### src/rtl/pio_out_blink.sv
// Avalon-MM output PIO with atomic set/clear, registered readback and per-bit hardware blink.
// Define PIO_OUT_BLINK_TOGGLE_EN to enable the TOGGLE register at address 5.
module pio_out_blink #(
  parameter int          DATA_WIDTH  = 18,
  parameter int          DIV_WIDTH   = 24,
  parameter logic [31:0] RESET_VALUE = 32'h0
) (
  input  logic                  clk,
  input  logic                  reset_n,
  input  logic [2:0]            address,
  input  logic                  chipselect,
  input  logic                  write_n,
  input  logic                  read_n,
  input  logic [31:0]           writedata,
  output logic [31:0]           readdata,
  output logic [DATA_WIDTH-1:0] out_port
);

  typedef struct packed {
    logic        wr;
    logic        rd;
    logic [2:0]  addr;
    logic [31:0] wdata;
  } bus_req_t;

  localparam logic [2:0] A_DATA   = 3'd0;
  localparam logic [2:0] A_SET    = 3'd1;
  localparam logic [2:0] A_CLR    = 3'd2;
  localparam logic [2:0] A_MASK   = 3'd3;
  localparam logic [2:0] A_DIV    = 3'd4;
  localparam logic [2:0] A_TOGGLE = 3'd5;

  bus_req_t req;
  assign req.wr    = chipselect & ~write_n;
  assign req.rd    = chipselect & ~read_n;
  assign req.addr  = address;
  assign req.wdata = writedata;

  logic [DATA_WIDTH-1:0] data_q, data_d, mask_q, wd_data;
  logic [DIV_WIDTH-1:0]  div_q, cnt_q, wd_div;
  logic                  phase_q;
  logic [31:0]           rd_mux;
  logic                  unused_wdata;

  assign wd_data = req.wdata[DATA_WIDTH-1:0];
  assign wd_div  = req.wdata[DIV_WIDTH-1:0];
  // Bits above the target register width are intentionally dropped.
  assign unused_wdata = ^req.wdata;

  always_comb begin
    data_d = data_q;
    if (req.wr) begin
      case (req.addr)
        A_DATA:   data_d = wd_data;
        A_SET:    data_d = data_q | wd_data;
        A_CLR:    data_d = data_q & ~wd_data;
`ifdef PIO_OUT_BLINK_TOGGLE_EN
        A_TOGGLE: data_d = data_q ^ wd_data;
`endif
        default:  data_d = data_q;
      endcase
    end
  end

  // Read mux sees pre-write register values, so a same-edge read+write returns the old value.
  always_comb begin
    rd_mux = '0;
    case (req.addr)
      A_DATA, A_SET, A_CLR: rd_mux = 32'(data_q);
      A_MASK:               rd_mux = 32'(mask_q);
      A_DIV:                rd_mux = 32'(div_q);
`ifdef PIO_OUT_BLINK_TOGGLE_EN
      A_TOGGLE:             rd_mux = 32'(data_q);
`endif
      default:              rd_mux = '0;
    endcase
  end

  always_ff @(posedge clk) begin
    if (!reset_n) begin
      data_q   <= RESET_VALUE[DATA_WIDTH-1:0];
      mask_q   <= '0;
      div_q    <= '0;
      cnt_q    <= '0;
      phase_q  <= 1'b0;
      readdata <= '0;
    end else begin
      data_q <= data_d;
      if (req.wr && req.addr == A_MASK) mask_q <= wd_data;
      if (req.rd) readdata <= rd_mux;
      // Reprogramming the divider restarts the blink from phase 0.
      if (req.wr && req.addr == A_DIV) begin
        div_q   <= wd_div;
        cnt_q   <= '0;
        phase_q <= 1'b0;
      end else if (div_q == '0) begin
        cnt_q   <= '0;
        phase_q <= 1'b0;
      end else if (cnt_q == '0) begin
        cnt_q   <= div_q;
        phase_q <= ~phase_q;
      end else begin
        cnt_q <= cnt_q - DIV_WIDTH'(1);
      end
    end
  end

  for (genvar i = 0; i < DATA_WIDTH; i++) begin : g_lane
    assign out_port[i] = data_q[i] ^ (mask_q[i] & phase_q);
  end

endmodule

### config.mk
export PLATFORM = sky130hd
export DESIGN_NAME = pio_out_blink
export DESIGN_NICKNAME = d
export VERILOG_FILES = /design/src/rtl/pio_out_blink.sv
export SDC_FILE = /design/constraint.sdc
export NUM_CORES = 1
export LEC_CHECK = 0
export ABC_AREA = 1
export ABC_CLOCK_PERIOD_IN_PS = 4590
export BUFFER_PORTS_ARGS = -buffer_cell sky130_fd_sc_hd__buf_2
export CAP_MARGIN = 0
export CELL_PAD_IN_SITES_DETAIL_PLACEMENT = 1
export CELL_PAD_IN_SITES_GLOBAL_PLACEMENT = 2
export CORE_MARGIN = 5
export CORE_UTILIZATION = 33
export CTS_BUF_LIST = sky130_fd_sc_hd__clkbuf_16
export CTS_CLUSTER_DIAMETER = 50
export DETAILED_ROUTE_END_ITERATION = 10
export HOLD_SLACK_MARGIN = 0.08
export PLACE_DENSITY = 0.88
export REMOVE_ABC_BUFFERS = 1
export SLEW_MARGIN = 20
export SYNTH_ARGS = -nofsm -noshare
export SYNTH_HDL_FRONTEND = slang
export SYNTH_SLANG_ARGS = --single-unit
### constraint.sdc
create_clock -name clk -period 4.59 [get_ports clk]
set_input_delay 0.459 -clock clk [delete_from_list [all_inputs] [get_ports clk]]
set_output_delay 0.459 -clock clk [all_outputs]
set_load 0.1 [all_outputs]
# Word-level counts from Yosys, hierarchy flattened

Cells that the tools add are included.

Bits in registers: 117
Output and inout bits: 50
Logic and storage cells: 68

Add/subtract/negate cells: 1
Equality and inequality tests: 4
Mux-type cells: 3
Bitwise operators: 45
Reductions and logical operators: 9

Operators with widths:

| kind                                                | number |
|---|---|
| case mux 24 bit (3 select lines)                    | 1 |
| case mux 18 bit (3 select lines)                    | 1 |
| zero test 24 bit                                    | 2 |
| two-way mux 24 bit                                  | 1 |
| subtractor 24 x 1 -> 24 bit, second input constant  | 1 |
| bitwise AND 1 bit                                   | 20 |
| bitwise AND 18 bit                                  | 1 |
| NOT 18 bit                                          | 1 |
| OR 18 bit                                           | 1 |
| bitwise XOR 1 bit                                   | 18 |
| equality test 3 x 2 -> 1 bit, second input constant | 2 |
| OR reduction 3 bit                                  | 2 |
| NOT 1 bit                                           | 4 |
| equality test 3 x 1 -> 1 bit, second input constant | 1 |
| equality test 3 bit, second input constant          | 1 |
| zero test 3 bit                                     | 1 |
| nonzero test 3 bit                                  | 1 |
| logical AND 1 bit                                   | 2 |
| AND reduction 2 bit                                 | 1 |

# Depth between registers and ports, before layout

Gate-level depths: netlist (run 1).

Depth after elaboration: 4
Depth in mapped cells: 10

# Worst setup path after synthesis (run 1)

No wires, ideal clock.

Kind: register to output
From: register phase_q
To: output out_port[0]
Arrival time: 2.235 ns
Data required time: 4.131 ns
Setup slack: 1.896 ns
Stages on the path, launching flop included: 4
Cell sequence: dfxtp_1 > clkbuf_1 > nand2_1 > xnor2_1

Cells in the longest elaborated chain, start to end: 2

RTL lines:

| element                | RTL line | RTL |
|---|---|---|
| from (decl)            | 41       | `logic phase_q;` |
| from (signal assigned) | 101      | `phase_q <= ~phase_q;` |
| bitwise AND 1 bit      | 109      | `assign out_port[i] = data_q[i] ^ (mask_q[i] & phase_q);` |
| bitwise XOR 1 bit      | 109      |  |
| to (decl)              | 16       | `output logic [DATA_WIDTH-1:0] out_port` |

No other way between the ends.

# Worst setup path in the final report (run 1)

From: register phase_q
To: output out_port[15]

The elaborated chain is that of the path after synthesis.

==> metrics.txt, run 1 <==
# TYPE chip_impl_metric gauge
chip_impl_metric{name="critical_path.max_stage_delay",unit="ns"} 0.98
chip_impl_metric{name="syn-cell-area",unit="um2"} 5325
chip_impl_metric{name="drt-initial-drc-count",unit=""} 262
chip_impl_metric{name="synth_cell_type_count",unit=""} 30
chip_impl_metric{name="grt_overflow_total",unit=""} 0
chip_impl_metric{name="max-slew-margin-rel",unit="%"} 34.09
chip_impl_info{name="yosys.cell_count.top_type",value="sky130_fd_sc_hd__nand2_1"} 1
chip_impl_metric{name="placeableCoreArea",unit="um2"} 15890
chip_impl_metric{name="dp.cells",unit=""} 1056
chip_impl_metric{name="min_period_over_period",unit="%"} 57.70
chip_impl_metric{name="fp.dieW",unit="um"} 137.0
chip_impl_metric{name="report.final.slew_viol_count",unit=""} 0
chip_impl_metric{name="max-clock-path-buffers",unit=""} 2
chip_impl_metric{name="setup.reg_to_reg.worst_slack",unit="ns"} 2.74
chip_impl_info{name="rr_endpoint",value="cnt_q[15]"} 1
chip_impl_metric{name="drt_pre_antenna_iters",unit=""} 4
chip_impl_metric{name="remaining_drc_errors",unit=""} 0
chip_impl_metric{name="wire_length_of_the_first_global_routing_pass",unit="mm"} 26.02
chip_impl_metric{name="fmaxAchievable",unit="GHz"} 0.3776
chip_impl_metric{name="worstPathMaxFanout",unit=""} 20
chip_impl_info{name="crit_family",value="flip-flops"} 1
chip_impl_metric{name="clkLatencyLatePin",unit="ns"} 0.36
chip_impl_info{name="timing.critical_path.slowest_stage_cell",value="sky130_fd_sc_hd__dfxtp_1"} 1
chip_impl_metric{name="syn_inst",unit=""} 795
chip_impl_metric{name="synth.yosys.warnings",unit=""} 0
chip_impl_metric{name="numPortBuffers",unit=""} 73
chip_impl_metric{name="rows",unit=""} 46
chip_impl_metric{name="timing.critical_path.buf_inv",unit=""} 1
chip_impl_metric{name="async_flop_share",unit="%"} 0
chip_impl_metric{name="layout.cells.non_filler",unit=""} 1072
chip_impl_metric{name="vias_in_the_first_global_route",unit=""} 5187
chip_impl_info{name="worstPathCellList",value="nand2_1 -> xnor2_1 -> buf_2"} 1
chip_impl_metric{name="cts_resized",unit=""} 0
chip_impl_info{name="min_from",value="writedata[19]"} 1
chip_impl_metric{name="timing_worst_slew_pin_value",unit="ns"} 0.9873
chip_impl_metric{name="synth_seq_cells",unit=""} 109
chip_impl_metric{name="routability_congestion",unit=""} 0.8443
chip_impl_metric{name="numCtsBuffers",unit=""} 9
chip_impl_info{name="synth.area.top_cells",value="sky130_fd_sc_hd__dfxtp_1, sky130_fd_sc_hd__nand2_1, sky130_fd_sc_hd__nor2_1"} 1
chip_impl_metric{name="wire_length_per_cell",unit="um"} 14.78
chip_impl_metric{name="clock_tree.htree_level_count",unit=""} 3
chip_impl_metric{name="dp_hpwl",unit="mm"} 11.21
chip_impl_metric{name="cts.clk_slew.worst_paths",unit="ns"} 0.08
chip_impl_metric{name="antenna_cells_inserted",unit=""} 0
chip_impl_metric{name="p_total",unit="mW"} 3.615
chip_impl_metric{name="postCtsHoldBufs",unit=""} 0
chip_impl_metric{name="antenna_found_initial",unit=""} 0
chip_impl_metric{name="timing.final.setup_violations",unit=""} 0
chip_impl_metric{name="irDropWorstVdd",unit="mV"} 0.2977
chip_impl_info{name="min-delay-path-class",value="in2reg"} 1
chip_impl_metric{name="number_of_synthesized_flops_with_an_enable_pin",unit=""} 0
chip_impl_info{name="synth-main-ff-cell",value="sky130_fd_sc_hd__dfxtp_1"} 1
chip_impl_metric{name="fin_tns_setup",unit="ns"} 0
chip_impl_metric{name="route.final.wire_length",unit="mm"} 15.84
chip_impl_info{name="setup.worst_path.start_class",value="register"} 1
chip_impl_info{name="library_cell_occupying_the_most_area_in_the_post_synthesis_netlist",value="sky130_fd_sc_hd__dfxtp_1"} 1
chip_impl_metric{name="initial_utilization",unit="%"} 33.52
chip_impl_metric{name="share_of_the_yosys_chip_area_belonging_to_registers",unit="%"} 40.98
chip_impl_metric{name="worstHoldPathCells",unit=""} 3
chip_impl_metric{name="fillCellCount",unit=""} 2131
chip_impl_metric{name="final_net_count",unit=""} 892
chip_impl_metric{name="detail-route-antenna-nets",unit=""} 0
chip_impl_metric{name="cts_num_sinks",unit=""} 109
chip_impl_metric{name="power_density_of_the_placed_cells",unit="nW/um2"} 593.0
chip_impl_metric{name="syn2layout_area_growth",unit="%"} 14.47
chip_impl_info{name="status",value="finished clean"} 1
chip_impl_info{name="synth_top_cells_by_count",value="sky130_fd_sc_hd__nand2_1, sky130_fd_sc_hd__nor2_1, sky130_fd_sc_hd__dfxtp_1"} 1
chip_impl_metric{name="cts_setup_buffers",unit=""} 0
chip_impl_metric{name="die-area",unit="um2"} 18780
chip_impl_metric{name="yosysTopAreaCellShare",unit="%"} 40.98
chip_impl_metric{name="power.leakage",unit="nW"} 2.635
chip_impl_metric{name="worst_path_arrival_time",unit="ns"} 2.19
chip_impl_info{name="setup.worst_path.end_class",value="output port"} 1
chip_impl_info{name="rsz0062_at_grt",value="no"} 1
chip_impl_metric{name="fin_worst_skew",unit="ns"} 0.01556
chip_impl_metric{name="cp_data_required_time",unit="ns"} 4.13
chip_impl_metric{name="chipHeight",unit="um"} 137.0
chip_impl_metric{name="top_level_i_o_count",unit=""} 90
chip_impl_info{name="timing.rr.start",value="cnt_q[0]"} 1
chip_impl_info{name="critPathKind",value="reg2out"} 1
chip_impl_metric{name="pin_count_of_the_biggest_net_entering_global_routing",unit=""} 67
chip_impl_metric{name="vias",unit=""} 5161
chip_impl_metric{name="fin_crit",unit="ns"} 2.648
chip_impl_info{name="clockRootBuffer",value="sky130_fd_sc_hd__clkbuf_16"} 1
chip_impl_metric{name="postSynthAreaPerCell",unit="um2"} 6.698
chip_impl_metric{name="vias_per_cell",unit=""} 4.814
chip_impl_metric{name="ff_to_ff_path_depth",unit=""} 9
chip_impl_metric{name="cap_viol_max_count",unit=""} 0
chip_impl_metric{name="hold_vio_cnt_final",unit=""} 0
chip_impl_metric{name="track_usage",unit="%"} 17.48
chip_impl_info{name="tritoncts",value="done"} 1
chip_impl_info{name="whs_endpoint",value="div_q[19]"} 1
chip_impl_metric{name="drive_above_1_share",unit="%"} 14.14
==> per-layer routing <==
layer / track usage (%) / share of wire [%]
met5: 0 / 0
met4: 4.102 / 0.71
met3: 3.346 / 3.6
met2: 29.05 / 47
met1: 23.45 / 49
==> per-stage QoR <==
stage / hold slack (ns) / setup WS, ns / util, % / instance area (um2)
after floorplan: 0.4515 / 1.847 / - / 5145
after global placement: 0.4507 / 2.329 / 36.55 / 5806
final: 0.3397 / 1.942 / 38.37 / 6096
after detailed placement: 0.4553 / 2.237 / 36.55 / 5806
after global routing: 0.3345 / 1.839 / 38.37 / 6096
after CTS: 0.3294 / 1.929 / 38.37 / 6096
==> area by class of cell <==
type                            count  area (um2)  area share, %
Multi-Input combinational cell    607        2780          45.61
Inverter                           48       185.2          3.038
Timing Repair Buffer               76       387.9          6.363
Clock buffer                        9       225.2          3.695
Sequential cell                   109        2182          35.80
Clock inverter                      7       65.06          1.067
Tap cell                          216       270.3          4.433
==> cell usage in the layout, fill, tap and decap left out, drive strengths merged, types with 9 or more instances in the layout <==
master,count
nand2,242
clkbuf,9
dfxtp,109
nand4,9
o21ai,69
xnor2,21
a21oi,62
nand3,31
buf,76
inv,48
nor2,147
==> worst reg2reg max path, cell delays in order (launching register included) <==
cell                      delay, ns
sky130_fd_sc_hd__dfxtp_1       0.30
sky130_fd_sc_hd__inv_1         0.10
sky130_fd_sc_hd__ha_1          0.27
sky130_fd_sc_hd__nand2_1       0.18
sky130_fd_sc_hd__nor2_4        0.20
sky130_fd_sc_hd__nand3_4       0.22
sky130_fd_sc_hd__inv_6         0.22
sky130_fd_sc_hd__nand2_1       0.13
sky130_fd_sc_hd__nand2_1       0.08
sky130_fd_sc_hd__nor2_1        0.04
==> kinds of logic after synthesis <==
family                   count (synthesis)  share of synthesized area, %
AO/OA/AOI/OAI                          138                         13.44
flip-flops                             109                         40.98
buffers and inverters                   86                         7.354
AND/OR/NAND/NOR                        435                         33.81
XOR/XNOR                                25                         4.112
adder cells (fa/ha/maj)                  1                        0.2349
other                                    1                       0.07042
==> how the worst max path moves through the flow <==
stage	depth (start not counted)	slack, ns	endpoint	from
global route	3	1.84	out_port[15]	phase_q
global placement	8	2.33	mask_q[17]	address[0]
finish	3	1.94	out_port[15]	phase_q
floorplan	2	1.85	out_port[0]	phase_q
detailed placement	8	2.24	mask_q[2]	address[1]
CTS	3	1.93	out_port[15]	phase_q
==> flip-flops by register name, indices dropped and copies added, names as in the netlist <==
| name | flops |
|---|---|
| cnt_q | 24 |
| data_q | 18 |
| div_q | 24 |
| mask_q | 18 |
| phase_q | 1 |
| readdata | 24 |
==> where the power goes <==
| part | leakage (nW) | switching, mW | total, mW | internal [mW] |
|---|---|---|---|---|
| logic | 1.60 | 1.15 | 1.67 | 0.512 |
| clock network | 0.148 | 0.367 | 0.788 | 0.421 |
| registers | 0.884 | 0.113 | 1.16 | 1.05 |
No activity file was read; power rests on OpenSTA's default activity.
==> run 2, diff against run 1 <==
Settings changed: ABC_AREA 1 to 0, ABC_CLOCK_PERIOD_IN_PS 4590 to 2660, PLACE_DENSITY 0.88 to 0.82.
Clock period 4.59 ns to 2.66 ns, I/O delays scaled along.
==> run 2 against run 1 <==
  * Clock skew down 0.011 ns
  * Sequential cell count is the same
  * Via count down 11%
  * Global-route usage hardly changed
  * Critical path depth increased by 2
  * Critical endpoint is now cnt_q[3]
  * Largest cell class unchanged
  * Largest power group unchanged
==> metrics.txt, run 2 <==
# TYPE chip_impl_metric gauge
chip_impl_info{name="status",value="finished clean"} 1
chip_impl_metric{name="timing.final.setup_violations",unit=""} 0
chip_impl_metric{name="chipHeight",unit="um"} 135.7
chip_impl_metric{name="rows",unit=""} 46
chip_impl_metric{name="top_level_i_o_count",unit=""} 90
chip_impl_metric{name="max-clock-path-buffers",unit=""} 2
chip_impl_metric{name="cap_viol_max_count",unit=""} 0
chip_impl_metric{name="die-area",unit="um2"} 18410
chip_impl_metric{name="clock_tree.htree_level_count",unit=""} 3
chip_impl_metric{name="met3_length",unit="um"} 427
chip_impl_metric{name="layout.cells.non_filler",unit=""} 903
chip_impl_metric{name="wire_length_of_the_first_global_routing_pass",unit="mm"} 25.34
chip_impl_metric{name="placeableCoreArea",unit="um2"} 15710
chip_impl_metric{name="syn-cell-area",unit="um2"} 5212
chip_impl_metric{name="adder_cell_fraction_of_synth_area",unit="%"} 0.2400
chip_impl_metric{name="min_period_over_period",unit="%"} 91.22
chip_impl_metric{name="fin_worst_skew",unit="ns"} 0.004883
chip_impl_info{name="worstPathCellList",value="or4_4 -> or3_4 -> or4_4 -> nor2_1 -> a211oi_2"} 1
chip_impl_metric{name="synth.yosys.warnings",unit=""} 0
chip_impl_info{name="clockRootBuffer",value="sky130_fd_sc_hd__clkbuf_16"} 1
chip_impl_metric{name="number_of_synthesized_flops_with_an_enable_pin",unit=""} 0
chip_impl_metric{name="dp_hpwl",unit="mm"} 10.69
chip_impl_metric{name="initial_utilization",unit="%"} 33.17
chip_impl_metric{name="max-slew-margin-rel",unit="%"} 51.66
chip_impl_metric{name="cts_resized",unit=""} 0
chip_impl_metric{name="worstPathMaxFanout",unit=""} 27
chip_impl_info{name="crit_family",value="simple AND/OR/NAND/NOR gates"} 1
chip_impl_info{name="critPathKind",value="reg2reg"} 1
chip_impl_metric{name="power.leakage",unit="nW"} 2.398
chip_impl_info{name="dominant_combinational_cell_family_by_area_after_synthesis",value="simple AND/OR/NAND/NOR gates"} 1
chip_impl_metric{name="fp.dieW",unit="um"} 135.7
chip_impl_metric{name="postSynthAreaPerCell",unit="um2"} 8.380
chip_impl_info{name="layout_commonest_cell",value="sky130_fd_sc_hd__nand2_1"} 1
chip_impl_metric{name="hold_vio_cnt_final",unit=""} 0
chip_impl_metric{name="final_net_count",unit=""} 723
chip_impl_metric{name="drt_pre_antenna_iters",unit=""} 4
chip_impl_metric{name="synth_seq_cells",unit=""} 109
chip_impl_info{name="top_regs",value="cnt_q x24, div_q x24, readdata x24"} 1
chip_impl_info{name="crit_top_cell",value="sky130_fd_sc_hd__or4_4"} 1
chip_impl_metric{name="cts_num_sinks",unit=""} 109
chip_impl_metric{name="vias_per_cell",unit=""} 5.083
chip_impl_info{name="timing.critical_path.slowest_stage_cell",value="sky130_fd_sc_hd__or4_4"} 1
chip_impl_info{name="min-delay-path-class",value="in2reg"} 1
chip_impl_info{name="synth-main-ff-cell",value="sky130_fd_sc_hd__dfxtp_1"} 1
chip_impl_info{name="synth_top_cells_by_count",value="sky130_fd_sc_hd__nand2_1, sky130_fd_sc_hd__dfxtp_1, sky130_fd_sc_hd__a21boi_0"} 1
chip_impl_info{name="top_layer",value="met4"} 1
chip_impl_metric{name="vias",unit=""} 4590
chip_impl_metric{name="cts_setup_buffers",unit=""} 0
chip_impl_metric{name="async_flop_share",unit="%"} 0
chip_impl_metric{name="drive_above_1_share",unit="%"} 18.05
chip_impl_metric{name="irDropWorstVdd",unit="mV"} 1.256
chip_impl_metric{name="drt-initial-drc-count",unit=""} 230
chip_impl_info{name="setup.worst_path.start_class",value="register"} 1
chip_impl_info{name="tritoncts",value="done"} 1
chip_impl_metric{name="numPortBuffers",unit=""} 73
chip_impl_metric{name="clkLatencyLatePin",unit="ns"} 0.35
chip_impl_info{name="rsz0062_at_grt",value="no"} 1
chip_impl_metric{name="timing.critical_path.buf_inv",unit=""} 0
chip_impl_metric{name="post_synth_mux_area_share",unit="%"} 3.457
chip_impl_metric{name="wl_met1",unit="mm"} 7.097
chip_impl_metric{name="share_of_the_yosys_chip_area_belonging_to_registers",unit="%"} 41.86
chip_impl_metric{name="wire_length_per_cell",unit="um"} 17.26
chip_impl_metric{name="vias_in_the_first_global_route",unit=""} 4772
chip_impl_metric{name="dp.cells",unit=""} 887
chip_impl_metric{name="pin_count_of_the_biggest_net_entering_global_routing",unit=""} 85
chip_impl_info{name="synth.area.top_cells",value="sky130_fd_sc_hd__dfxtp_1, sky130_fd_sc_hd__nand2_1, sky130_fd_sc_hd__a21boi_0"} 1
chip_impl_metric{name="yosysTopAreaCellShare",unit="%"} 41.86
chip_impl_metric{name="grt_overflow_total",unit=""} 0
chip_impl_metric{name="route.final.wire_length",unit="mm"} 15.58
chip_impl_metric{name="postCtsHoldBufs",unit=""} 0
chip_impl_metric{name="fin_crit",unit="ns"} 2.427
chip_impl_metric{name="power_density_of_the_placed_cells",unit="nW/um2"} 1114
chip_impl_metric{name="numCtsBuffers",unit=""} 9
chip_impl_metric{name="fillCellCount",unit=""} 1888
chip_impl_info{name="library_cell_occupying_the_most_area_in_the_post_synthesis_netlist",value="sky130_fd_sc_hd__dfxtp_1"} 1
chip_impl_metric{name="cts.clk_slew.worst_paths",unit="ns"} 0.07
chip_impl_info{name="setup.worst_path.end_class",value="register"} 1
chip_impl_metric{name="synth_simple_gate_area_share",unit="%"} 24.70
chip_impl_metric{name="fmaxAchievable",unit="GHz"} 0.4121
chip_impl_metric{name="synth-compound-area-share",unit="%"} 18.46
chip_impl_info{name="most-common-layout-cells",value="sky130_fd_sc_hd__nand2_1, sky130_fd_sc_hd__dfxtp_1, sky130_fd_sc_hd__buf_2, sky130_fd_sc_hd__a21boi_0, sky130_fd_sc_hd__xnor2_1"} 1
chip_impl_metric{name="syn2layout_area_growth",unit="%"} 16.78
chip_impl_metric{name="detail-route-antenna-nets",unit=""} 0
chip_impl_metric{name="fin_tns_setup",unit="ns"} 0
chip_impl_info{name="yosys.cell_count.top_type",value="sky130_fd_sc_hd__nand2_1"} 1
chip_impl_metric{name="yosys.area_share.xor_xnor",unit="%"} 6.385
chip_impl_metric{name="critical_path.max_stage_delay",unit="ns"} 0.73
chip_impl_metric{name="track_usage",unit="%"} 17.50
chip_impl_metric{name="wl_met2",unit="mm"} 7.723
chip_impl_metric{name="remaining_drc_errors",unit=""} 0
chip_impl_metric{name="antenna_cells_inserted",unit=""} 0
chip_impl_metric{name="antenna_found_initial",unit=""} 0
chip_impl_metric{name="routability_congestion",unit=""} 0.8377
chip_impl_metric{name="cp_data_required_time",unit="ns"} 2.88
chip_impl_metric{name="syn_inst",unit=""} 622
chip_impl_metric{name="worst_path_arrival_time",unit="ns"} 2.65
chip_impl_metric{name="report.final.slew_viol_count",unit=""} 0
chip_impl_metric{name="synth_cell_type_count",unit=""} 44
chip_impl_metric{name="timing_worst_slew_pin_value",unit="ns"} 0.7251
## run 2: cell count changes after synthesis, moves of 18 or more
cell / change
sky130_fd_sc_hd__a21oi_1: -57
sky130_fd_sc_hd__nor2b_1: +22
sky130_fd_sc_hd__o21ai_1: -24
sky130_fd_sc_hd__clkbuf_1: +19
sky130_fd_sc_hd__a21boi_0: +48
sky130_fd_sc_hd__and3_1: +19
sky130_fd_sc_hd__inv_1: -35
sky130_fd_sc_hd__nand3_1: -22
sky130_fd_sc_hd__o21ai_0: -27
sky130_fd_sc_hd__mux2i_1: +18
sky130_fd_sc_hd__a22o_1: +18
sky130_fd_sc_hd__a22oi_1: +18
sky130_fd_sc_hd__nor2_1: -102
sky130_fd_sc_hd__nand2_1: -87
## run 2: per-layer routing
layer | track usage (%) | vias up
li1 | - | 2237
met1 | 22.15 | 2271
met2 | 30.17 | 63
met3 | 2.526 | 19
met4 | 6.551 | 0
met5 | 0 | -
## run 2: metrics by stage
stage	util (%)	total power, mW	worst slack [ns]	hold slack (ns)	cell area, um2
after floorplan	-	4.554	-1.271	0.3942	4999
after global placement	36.78	5.312	0.2630	0.4538	5779
after detailed placement	36.78	5.419	0.2296	0.4565	5779
after CTS	38.74	6.865	0.2146	0.1589	6087
after global routing	38.74	7.296	0.1005	0.1777	6087
final	38.74	6.783	0.2334	0.1659	6087
## run 2: power by group
| part | leakage (nW) | total (mW) | switching, mW | internal, mW |
|---|---|---|---|---|
| Sequential | 0.882 | 1.98 | 0.167 | 1.81 |
| Combinational | 1.36 | 3.38 | 2.11 | 1.26 |
| Clock | 0.153 | 1.43 | 0.615 | 0.813 |
## run 2: worst reg2reg max path: cells and delay by family, from the launching register on
kind             cells  cell delay, ns
flip-flops           1            0.35
AO/OA/AOI/OAI        1            0.06
AND/OR/NAND/NOR      4            1.88
## run 2: cells by family after synthesis
kind of cell             after synthesis
buffers and inverters                 52
AND/OR/NAND/NOR                      279
adder cells (fa/ha/maj)                1
multiplexers                          18
XOR/XNOR                              38
flip-flops                           109
AO/OA/AOI/OAI                        124
other                                  1
## run 2: cell type report
cell class	instances	area, um2	area share, %
Sequential cell	109	2182	35.85
Clock inverter	7	82.58	1.357
Multi-Input combinational cell	468	2815	46.25
Clock buffer	9	225.2	3.700
Timing Repair Buffer	91	500.5	8.222
Tap cell	216	270.3	4.440
Inverter	3	11.26	0.1850
## run 2: path summary, 6_finish.rpt
path / startpoint / endpoint / slack [ns] / cells past startpoint
worst max-delay path: cnt_q[15] / cnt_q[3] / 0.23 / 5
worst min register to register: readdata[18] / readdata[18] / 0.46 / 2
worst max register to register: cnt_q[15] / cnt_q[3] / 0.23 / 5
worst min-delay path: writedata[19] / div_q[19] / 0.17 / 3
